<file path="config.mk">
export PLATFORM = sky130hd
export DESIGN_NAME = framebuf_scan_reader
export DESIGN_NICKNAME = d
export VERILOG_FILES = /design/src/rtl/framebuf_pkg.sv /design/src/rtl/led_shift_tx.sv /design/src/rtl/framebuf_scan_reader.sv
export SDC_FILE = /design/constraint.sdc
export NUM_CORES = 1
export LEC_CHECK = 0
export ABC_AREA = 1
export CAP_MARGIN = 30
export CORE_MARGIN = 1
export CORE_UTILIZATION = 40
export CTS_BUF_LIST = sky130_fd_sc_hd__clkbuf_8
export CTS_CLUSTER_DIAMETER = 150
export DETAILED_ROUTE_END_ITERATION = 16
export SYNTH_ARGS = -nofsm -noshare
export SYNTH_HDL_FRONTEND = slang
export SYNTH_SLANG_ARGS = --single-unit
</file>
<file path="constraint.sdc">
create_clock -name clk -period 2.18 [get_ports clk]
set_input_delay 0.436 -clock clk [delete_from_list [all_inputs] [get_ports clk]]
set_output_delay 0.436 -clock clk [all_outputs]
set_load 0.01 [all_outputs]
</file>
<file path="src/rtl/framebuf_pkg.sv">
// Shared widths and FSM encoding for the LED frame-buffer scan reader.
package framebuf_pkg;
    localparam int FB_ADDR_W = 13;
    localparam int FB_DATA_W = 16;
    localparam int FB_DEPTH  = 8192;
    localparam int ROW_W     = 7;

    typedef enum logic [2:0] {
        ST_IDLE,
        ST_FETCH,
        ST_WAIT,
        ST_SHIFT,
        ST_LATCH
    } fb_state_t;

    typedef struct packed {
        logic                 cs;
        logic [FB_ADDR_W-1:0] addr;
    } fb_req_t;
endpackage

</file>
<file path="src/rtl/led_shift_tx.sv">
// Serialises one 16-bit word MSB first: sclk low then high for SCLK_HALF clk
// cycles per bit, shifting on the falling edge; done marks the last cycle.
module led_shift_tx
    import framebuf_pkg::*;
#(
    parameter int SCLK_HALF = 2
) (
    input  logic                 clk,
    input  logic                 reset,
    input  logic                 load,
    input  logic [FB_DATA_W-1:0] data,
    output logic                 sclk,
    output logic                 sdo,
    output logic                 done
);
    localparam int PH_W = $clog2(2 * SCLK_HALF);

    logic [FB_DATA_W-1:0] shreg;
    logic [3:0]           bit_cnt;
    logic [PH_W-1:0]      phase;
    logic                 active;
    logic                 ph_last;

    assign ph_last = (phase == PH_W'(2 * SCLK_HALF - 1));

    always_ff @(posedge clk) begin
        if (reset) begin
            shreg   <= '0;
            bit_cnt <= '0;
            phase   <= '0;
            active  <= 1'b0;
        end else if (load) begin
            shreg   <= data;
            bit_cnt <= '0;
            phase   <= '0;
            active  <= 1'b1;
        end else if (active) begin
            if (ph_last) begin
                // End of the high half is the falling edge: advance to next bit.
                phase   <= '0;
                shreg   <= {shreg[FB_DATA_W-2:0], 1'b0};
                bit_cnt <= bit_cnt + 4'd1;
                if (bit_cnt == 4'd15)
                    active <= 1'b0;
            end else begin
                phase <= phase + PH_W'(1);
            end
        end
    end

    assign sclk = active && (phase >= PH_W'(SCLK_HALF));
    assign sdo  = shreg[FB_DATA_W-1];
    assign done = active && ph_last && (bit_cnt == 4'd15);
endmodule

</file>
<file path="src/rtl/framebuf_scan_reader.sv">
// Scans the frame buffer word by word, shifts each word to the LED driver and
// latches every completed row; a frame in progress always runs to its end.
module framebuf_scan_reader
    import framebuf_pkg::*;
#(
    parameter int DEPTH        = FB_DEPTH,
    parameter int ROW_WORDS    = 64,
    parameter int SCLK_HALF    = 2,
    parameter int LATCH_CYCLES = 4
) (
    input  logic                 clk,
    input  logic                 reset,
    input  logic                 enable,
    output logic [FB_ADDR_W-1:0] address,
    output logic                 chipselect,
    output logic                 write,
    output logic [1:0]           byteenable,
    input  logic [FB_DATA_W-1:0] readdata,
    output logic                 sclk,
    output logic                 sdo,
    output logic                 latch,
    output logic                 blank,
    output logic [ROW_W-1:0]     row_sel,
    output logic                 frame_start,
    output logic                 busy
);
    localparam int ROWS  = DEPTH / ROW_WORDS;
    localparam int COL_W = (ROW_WORDS > 1) ? $clog2(ROW_WORDS) : 1;
    localparam int LAT_W = $clog2(LATCH_CYCLES + 1);

    fb_state_t            state, state_nxt;
    fb_req_t              req;
    logic [FB_ADDR_W-1:0] ptr;
    logic [ROW_W-1:0]     row;
    logic [COL_W-1:0]     col;
    logic [LAT_W-1:0]     lat_cnt;
    logic                 ld;
    logic                 tx_done;
    logic                 row_last;
    logic                 lat_last;

    assign row_last = (col == COL_W'(ROW_WORDS - 1));
    assign lat_last = (lat_cnt == LAT_W'(LATCH_CYCLES - 1));

    always_comb begin
        state_nxt = state;
        req.cs    = 1'b0;
        req.addr  = ptr;
        ld        = 1'b0;
        case (state)
            ST_IDLE:  if (enable) state_nxt = ST_FETCH;
            ST_FETCH: begin
                req.cs    = 1'b1;
                state_nxt = ST_WAIT;
            end
            ST_WAIT: begin
                // Read data arrives one cycle after the strobe.
                ld        = 1'b1;
                state_nxt = ST_SHIFT;
            end
            ST_SHIFT: if (tx_done) state_nxt = row_last ? ST_LATCH : ST_FETCH;
            ST_LATCH: begin
                // Enable is only honoured once the frame has wrapped.
                if (lat_last)
                    state_nxt = (ptr == '0 && !enable) ? ST_IDLE : ST_FETCH;
            end
            default:  state_nxt = ST_IDLE;
        endcase
    end

    always_ff @(posedge clk) begin
        if (reset) begin
            state   <= ST_IDLE;
            ptr     <= '0;
            row     <= '0;
            col     <= '0;
            row_sel <= '0;
            lat_cnt <= '0;
        end else begin
            state <= state_nxt;
            case (state)
                ST_IDLE: begin
                    ptr <= '0;
                    row <= '0;
                    col <= '0;
                end
                ST_SHIFT: begin
                    if (tx_done) begin
                        ptr <= (ptr == FB_ADDR_W'(DEPTH - 1)) ? '0 : ptr + FB_ADDR_W'(1);
                        col <= row_last ? '0 : col + COL_W'(1);
                        if (row_last) begin
                            row_sel <= row;
                            row     <= (row == ROW_W'(ROWS - 1)) ? '0 : row + ROW_W'(1);
                            lat_cnt <= '0;
                        end
                    end
                end
                ST_LATCH: lat_cnt <= lat_cnt + LAT_W'(1);
                default: ;
            endcase
        end
    end

    led_shift_tx #(.SCLK_HALF(SCLK_HALF)) u_tx (
        .clk   (clk),
        .reset (reset),
        .load  (ld),
        .data  (readdata),
        .sclk  (sclk),
        .sdo   (sdo),
        .done  (tx_done)
    );

    assign address     = req.addr;
    assign chipselect  = req.cs;
    assign frame_start = req.cs && (ptr == '0);
    assign busy        = (state != ST_IDLE);
    assign latch       = (state == ST_LATCH);
    assign blank       = (state == ST_IDLE) || (state == ST_LATCH);
    assign write       = 1'b0;
    assign byteenable  = 2'b11;
endmodule

</file>
## After elaboration in Yosys (flattened, before gate mapping)

Cells that the tools add are included.
Widths: inputs -> output; s select.

| cells by class | value |
|---|---|
| reduce and logical (&&, ||, !) cells | 22 |
| order comparisons | 1 |
| equality and inequality tests | 14 |
| $add $sub $neg | 6 |
| mux-type cells | 29 |

Operators with widths:

| cell | number |
|---|---|
| $mux 16 | 3 |
| $mux 13 | 2 |
| $pmux 13 s2 | 1 |
| $mux 7 | 3 |
| $mux 3 | 6 |
| $pmux 3 s5 | 1 |
| $pmux 7 s2 | 1 |
| $add 13x1->13 const B | 1 |
| $eq 13x13->1 const B | 1 |
| $logic_not 13->1 | 1 |
| $mux 6 | 2 |
| $pmux 6 s2 | 1 |
| $reduce_and 3->1 | 4 |
| $eq 3x2->1 const B | 3 |
| $reduce_bool 2->1 | 4 |
| $add 7x1->7 const B | 1 |
| $eq 7x7->1 const B | 1 |
| $mux 1 | 7 |
| $add 6x1->6 const B | 1 |
| $eq 6x6->1 const B | 1 |
| $ne 2x2->1 const B | 3 |
| $pmux 3 s2 | 1 |
| $reduce_and 2->1 | 3 |
| $logic_and 1x1->1 | 5 |
| 15 further kinds | 15 |

| word-level totals | value |
|---|---|
| input port bits | 19 |
| flip-flop bits (word level) | 62 |
| logic and storage cells | 82 |

## Depth between registers and ports, before layout

| depth | value |
|---|---|
| depth after elaboration | 5 |
| gate-level depth with buffers | 10 |

## Cells and area by module

Synthesis repeated with hierarchy kept, for this count alone.

| unflattened totals | value |
|---|---|
| cell total of the unflattened synthesis | 468 |
| area total of the unflattened synthesis | 3253.1 µm² |

Modules (own cells, without submodules):

| module | times used | cells each | sequential area each (µm²) | area an instance (µm²) |
|---|---|---|---|---|
| framebuf_scan_reader | 1 | 304 | 780.7 | 2120.8 |
| led_shift_tx | 1 | 164 | 460.4 | 1132.3 |

## Worst setup path before layout

Ideal clock, no wire load.

| timing path | value |
|---|---|
| kind | reg2out |
| start | register state[0] |
| end | output frame_start |
| data required time | 1.744 ns |
| arrival | 1.054 ns |
| setup slack | 0.690 ns |
| stages on the path, launching flop included | 5 |
| path buffers | 0 |
| cell sequence | dfxtp_1 > inv_1 > nor3_1 > inv_1 > nor2_1 |

| on the way | value |
|---|---|
| word-level cells in the longest chain between the ends | 3 |

Ends and longest elaborated chain:

| element | RTL line | RTL |
|---|---|---|
| from (decl) | framebuf_scan_reader.sv:31 | `fb_state_t state, state_nxt;` |
| from (signal assigned) | framebuf_scan_reader.sv:80 | `state <= state_nxt;` |
| $eq 3x1->1 | framebuf_scan_reader.sv:50 | `case (state)` |
| $mux 1 | framebuf_scan_reader.sv:50 |  |
| net chipselect | framebuf_scan_reader.sv:15 | `output logic chipselect,` |
| $logic_and 1x1->1 | framebuf_scan_reader.sv:116 | `assign frame_start = req.cs && (ptr == '0);` |
| to (decl) | framebuf_scan_reader.sv:24 | `output logic frame_start,` |

The timed path passes the listed nets, and every way through them passes these cells.

## Worst setup path in the final report

| timing path | value |
|---|---|
| start | register state[1] |
| end | output latch |

| on the way | value |
|---|---|
| word-level cells in the longest chain between the ends | 1 |

Ends and longest elaborated chain:

| element | RTL line | RTL |
|---|---|---|
| $eq 3x3->1 | framebuf_scan_reader.sv:118 | `assign latch = (state == ST_LATCH);` |
| to (decl) | framebuf_scan_reader.sv:21 | `output logic latch,` |

No other way between the ends.

==> results.py <==
metrics = {
    "global_route": {
        "grt_max_degree": 35,
        "grt_pass1_vias": 2485,
        "grt_first_pass_wirelength_um": 11180,
        "globalRouteTotalUtil_pct": 18.49,
        "overflow": 0,
        "grt_antenna_before_repair": 0,
    },
    "timing": {
        "drv_slew": 0,
        "setup_violations": 0,
        "grt_setup_unrepaired": "false",
        "fin_crit_sh_pct": 93.77,
        "setup_tns_ns": 0,
        "period_needed_ns": 2.044,
        "max_freq_mhz": 489.2,
        "final_hold_viol_count": 0,
        "timing.final.ws_setup_ns": 0.1358,
        "fin_skew_ns": 0.009651,
    },
    "setup_path": {
        "required_ns": 1.74,
        "startpoint": "state[1]",
        "r2r_setup_slack_ns": 0.38,
        "cp-start-kind": "flip-flop",
        "r2r_cells": 8,
        "critPathMaxFanout": 5,
        "r2r-start": "u_tx.bit_cnt[0]",
        "cp_data_arrival_time_ns": 1.61,
        "crit_type": "reg -> out",
        "critPathCapture": "latch",
        "r2r_end": "address[2]",
        "crit_path_end_kind": "output port",
    },
    "power_and_ir_drop": {
        "p_total_w": 0.002805,
        "switching_share_pct": 30.39,
        "power_density_nw_per_um2": 748.8,
        "clkPwrFrac_pct": 34.1,
        "pwr-share-comb_pct": 19.7,
        "vdd_ir_drop_max_v": 0.0003703,
        "power_switching_w": 0.0008526,
        "seqPwrFrac_pct": 46.2,
        "p_int_w": 0.001953,
        "p_leak_nw": 1.473,
    },
    "synth": {
        "yosys.area.top_type_share_pct": 41.09,
        "syn_inst": 428,
        "yosysWarnings": 0,
        "synth_top_cell_by_area": "dfxtp_1",
        "yosysUniqueCellTypes": 34,
        "synth_seq_cells": 62,
        "yosysSeqAreaShare_pct": 41.09,
        "ys_top_cells_by_area": "dfxtp_1 41%, nand2_1 13%, nor2_1 7.1%",
        "avgSynthCellArea_um2": 7.057,
        "syn-cell-area_um2": 3020,
    },
    "drt": {
        "drt-total-wl_um": 6701,
        "antenna_left": 0,
        "vias": 2772,
        "routed_via_density": 4.796,
        "routedWlPerCell_um": 11.59,
        "drc": 0,
        "dr.pass1.iters": 4,
        "drtIter0Drc": 93,
    },
    "final_layout": {
        "final_common_cell": "nand2_1",
        "final_cell_mix": "102 x nand2_1, 61 x dfxtp_1, 57 x nor2_1",
        "fill_cells": 745,
        "drive_above_1_share_pct": 8.559,
        "fin_nets": 502,
        "insertedDiodeCount": 0,
        "area_delta_synth_final_pct": 24.03,
        "final-seq-area_um2": 1242,
        "utilization_pct": 51.37,
        "multi_input_area_um2": 1521,
    },
    "clock_tree": {
        "post_cts_buffers": 0,
        "path_clk_slew_ns": 0.06,
        "clk_latency_ns": 0.34,
        "cts_tree": "yes",
        "cts_buffers": 9,
        "clock_path_buffers": 2,
        "cts-htree-levels": 3,
        "cts.sinks": 62,
        "clockRootBuffer": "clkbuf_8",
    },
    "hold_path": {
        "hold_path_class": "reg -> reg",
    },
    "placed_design": {
        "routabilityCongestion": 0.8327,
        "dp_slack_ns": 0.2403,
        "hpwl_um": 4608,
        "port_buffers": 45,
    },
    "die": {
        "ioPinCount": 49,
        "die_w_um": 88.90,
        "fp-row-count": 31,
        "core_um2": 7292,
        "initial_core_util_pct": 41.42,
        "die_area_um2": 7902,
        "die_height_um": 88.90,
    },
    "outcome": {
        "status": "finished clean",
    },
    "job": {
        "cap_violations": 0,
    },
}
[cell type report]
type | instances | share of cell area, %
Sequential cell | 62 | 33.17
Clock buffer | 9 | 3.307
Inverter | 46 | 4.743
Clock inverter | 7 | 1.536
Timing Repair Buffer | 50 | 13.33
Multi-Input combinational cell | 305 | 40.61
Tap cell | 99 | 3.307
[Yosys cell counts]
master and count:
clkinv_4 1, nand3_1 22, nand3b_1 1, dfxtp_1 62, clkinv_1 1, a31oi_1 16
or2_2 3, or2_0 1, nand3_4 1, o21ai_2 1, inv_2 4, xnor2_1 2
nand4_1 4, ha_1 9, o21bai_1 1, and3_1 1, o21ai_1 3, conb_1 2
nand2_4 2, a21oi_1 27, o21a_1 1, clkbuf_1 8, buf_4 5, buf_6 1
nand2_1 102, nor2_2 2, nor2_4 2, xor2_1 8, o21ai_0 26, buf_2 2
nand2_2 4, nor3_1 6, inv_1 40, nor2_1 57
[metal layers]
metal / wire length, um / part of all wire, % / global-route usage [%] / vias up
met3: 297 / 4.4 / 5.817 / 8
met5: 0 / 0 / 0 / -
met1: 3158 / 47 / 22.90 / 1251
li1: - / - / - / 1459
met4: 81 / 1.2 / 6.158 / 0
met2: 3163 / 47 / 30.56 / 54
[logic make-up after synthesis]
| logic type | Yosys count | synth area share, % |
|---|---|---|
| other cells | 2 | 0.2486 |
| buf+inv | 62 | 8.823 |
| compound gates | 75 | 13.38 |
| flops | 62 | 41.09 |
| xor+xnor | 10 | 2.900 |
| simple gates | 208 | 29.83 |
| fa+ha+maj | 9 | 3.728 |
[worst min-delay path by stage]
stage,from,to,cells past startpoint
final,lat_cnt[2],lat_cnt[2],2
after global routing,u_tx.shreg[0],u_tx.shreg[0],2
after CTS,lat_cnt[2],lat_cnt[2],2
after detailed placement,lat_cnt[2],lat_cnt[2],2
after global placement,lat_cnt[2],lat_cnt[2],2
after floorplan,lat_cnt[0],lat_cnt[0],1
[power groups by stage]
stage               Sequential, W  Clock (W)  Combinational (W)
floorplan                 0.00131          0           0.000375
global placement          0.00131          0           0.000555
detailed placement        0.00131          0           0.000561
CTS                       0.00129   0.000991           0.000559
global route              0.00131    0.00104           0.000621
finish                    0.00130   0.000957           0.000553
[registers in the layout, indices dropped and copies added, names as in the netlist]
name          flops
u_tx.active       1
row               7
state             3
col               6
u_tx.bit_cnt      4
u_tx.shreg       16
lat_cnt           3
address          13
row_sel           7
u_tx.phase        2
[per-stage QoR]
stage | cells | instance area, um2 | hold slack [ns]
finish | 578 | 3746 | 0.4644
CTS | 578 | 3740 | 0.4663
global placement | 562 | 3560 | 0.4522
global route | 578 | 3746 | 0.4958
floorplan | 429 | 3024 | 0.4327
detailed placement | 562 | 3560 | 0.4571
[what timing repair did]
action | in CTS | in global routing
hold buffers | 0 | 0
endpoints found under the setup margin | 1 | 1
resized for setup | 1 | 3
hold endpoints to repair | 0 | 0
[critical path: stages, from the launching register on]
cell and delay (ns):
dfxtp_1 0.39, nor2_4 0.15, nand2_1 0.10, inv_2 0.10, clkdlybuf4s50_1 0.54
Note: power is estimated with default switching activity, not from simulation.
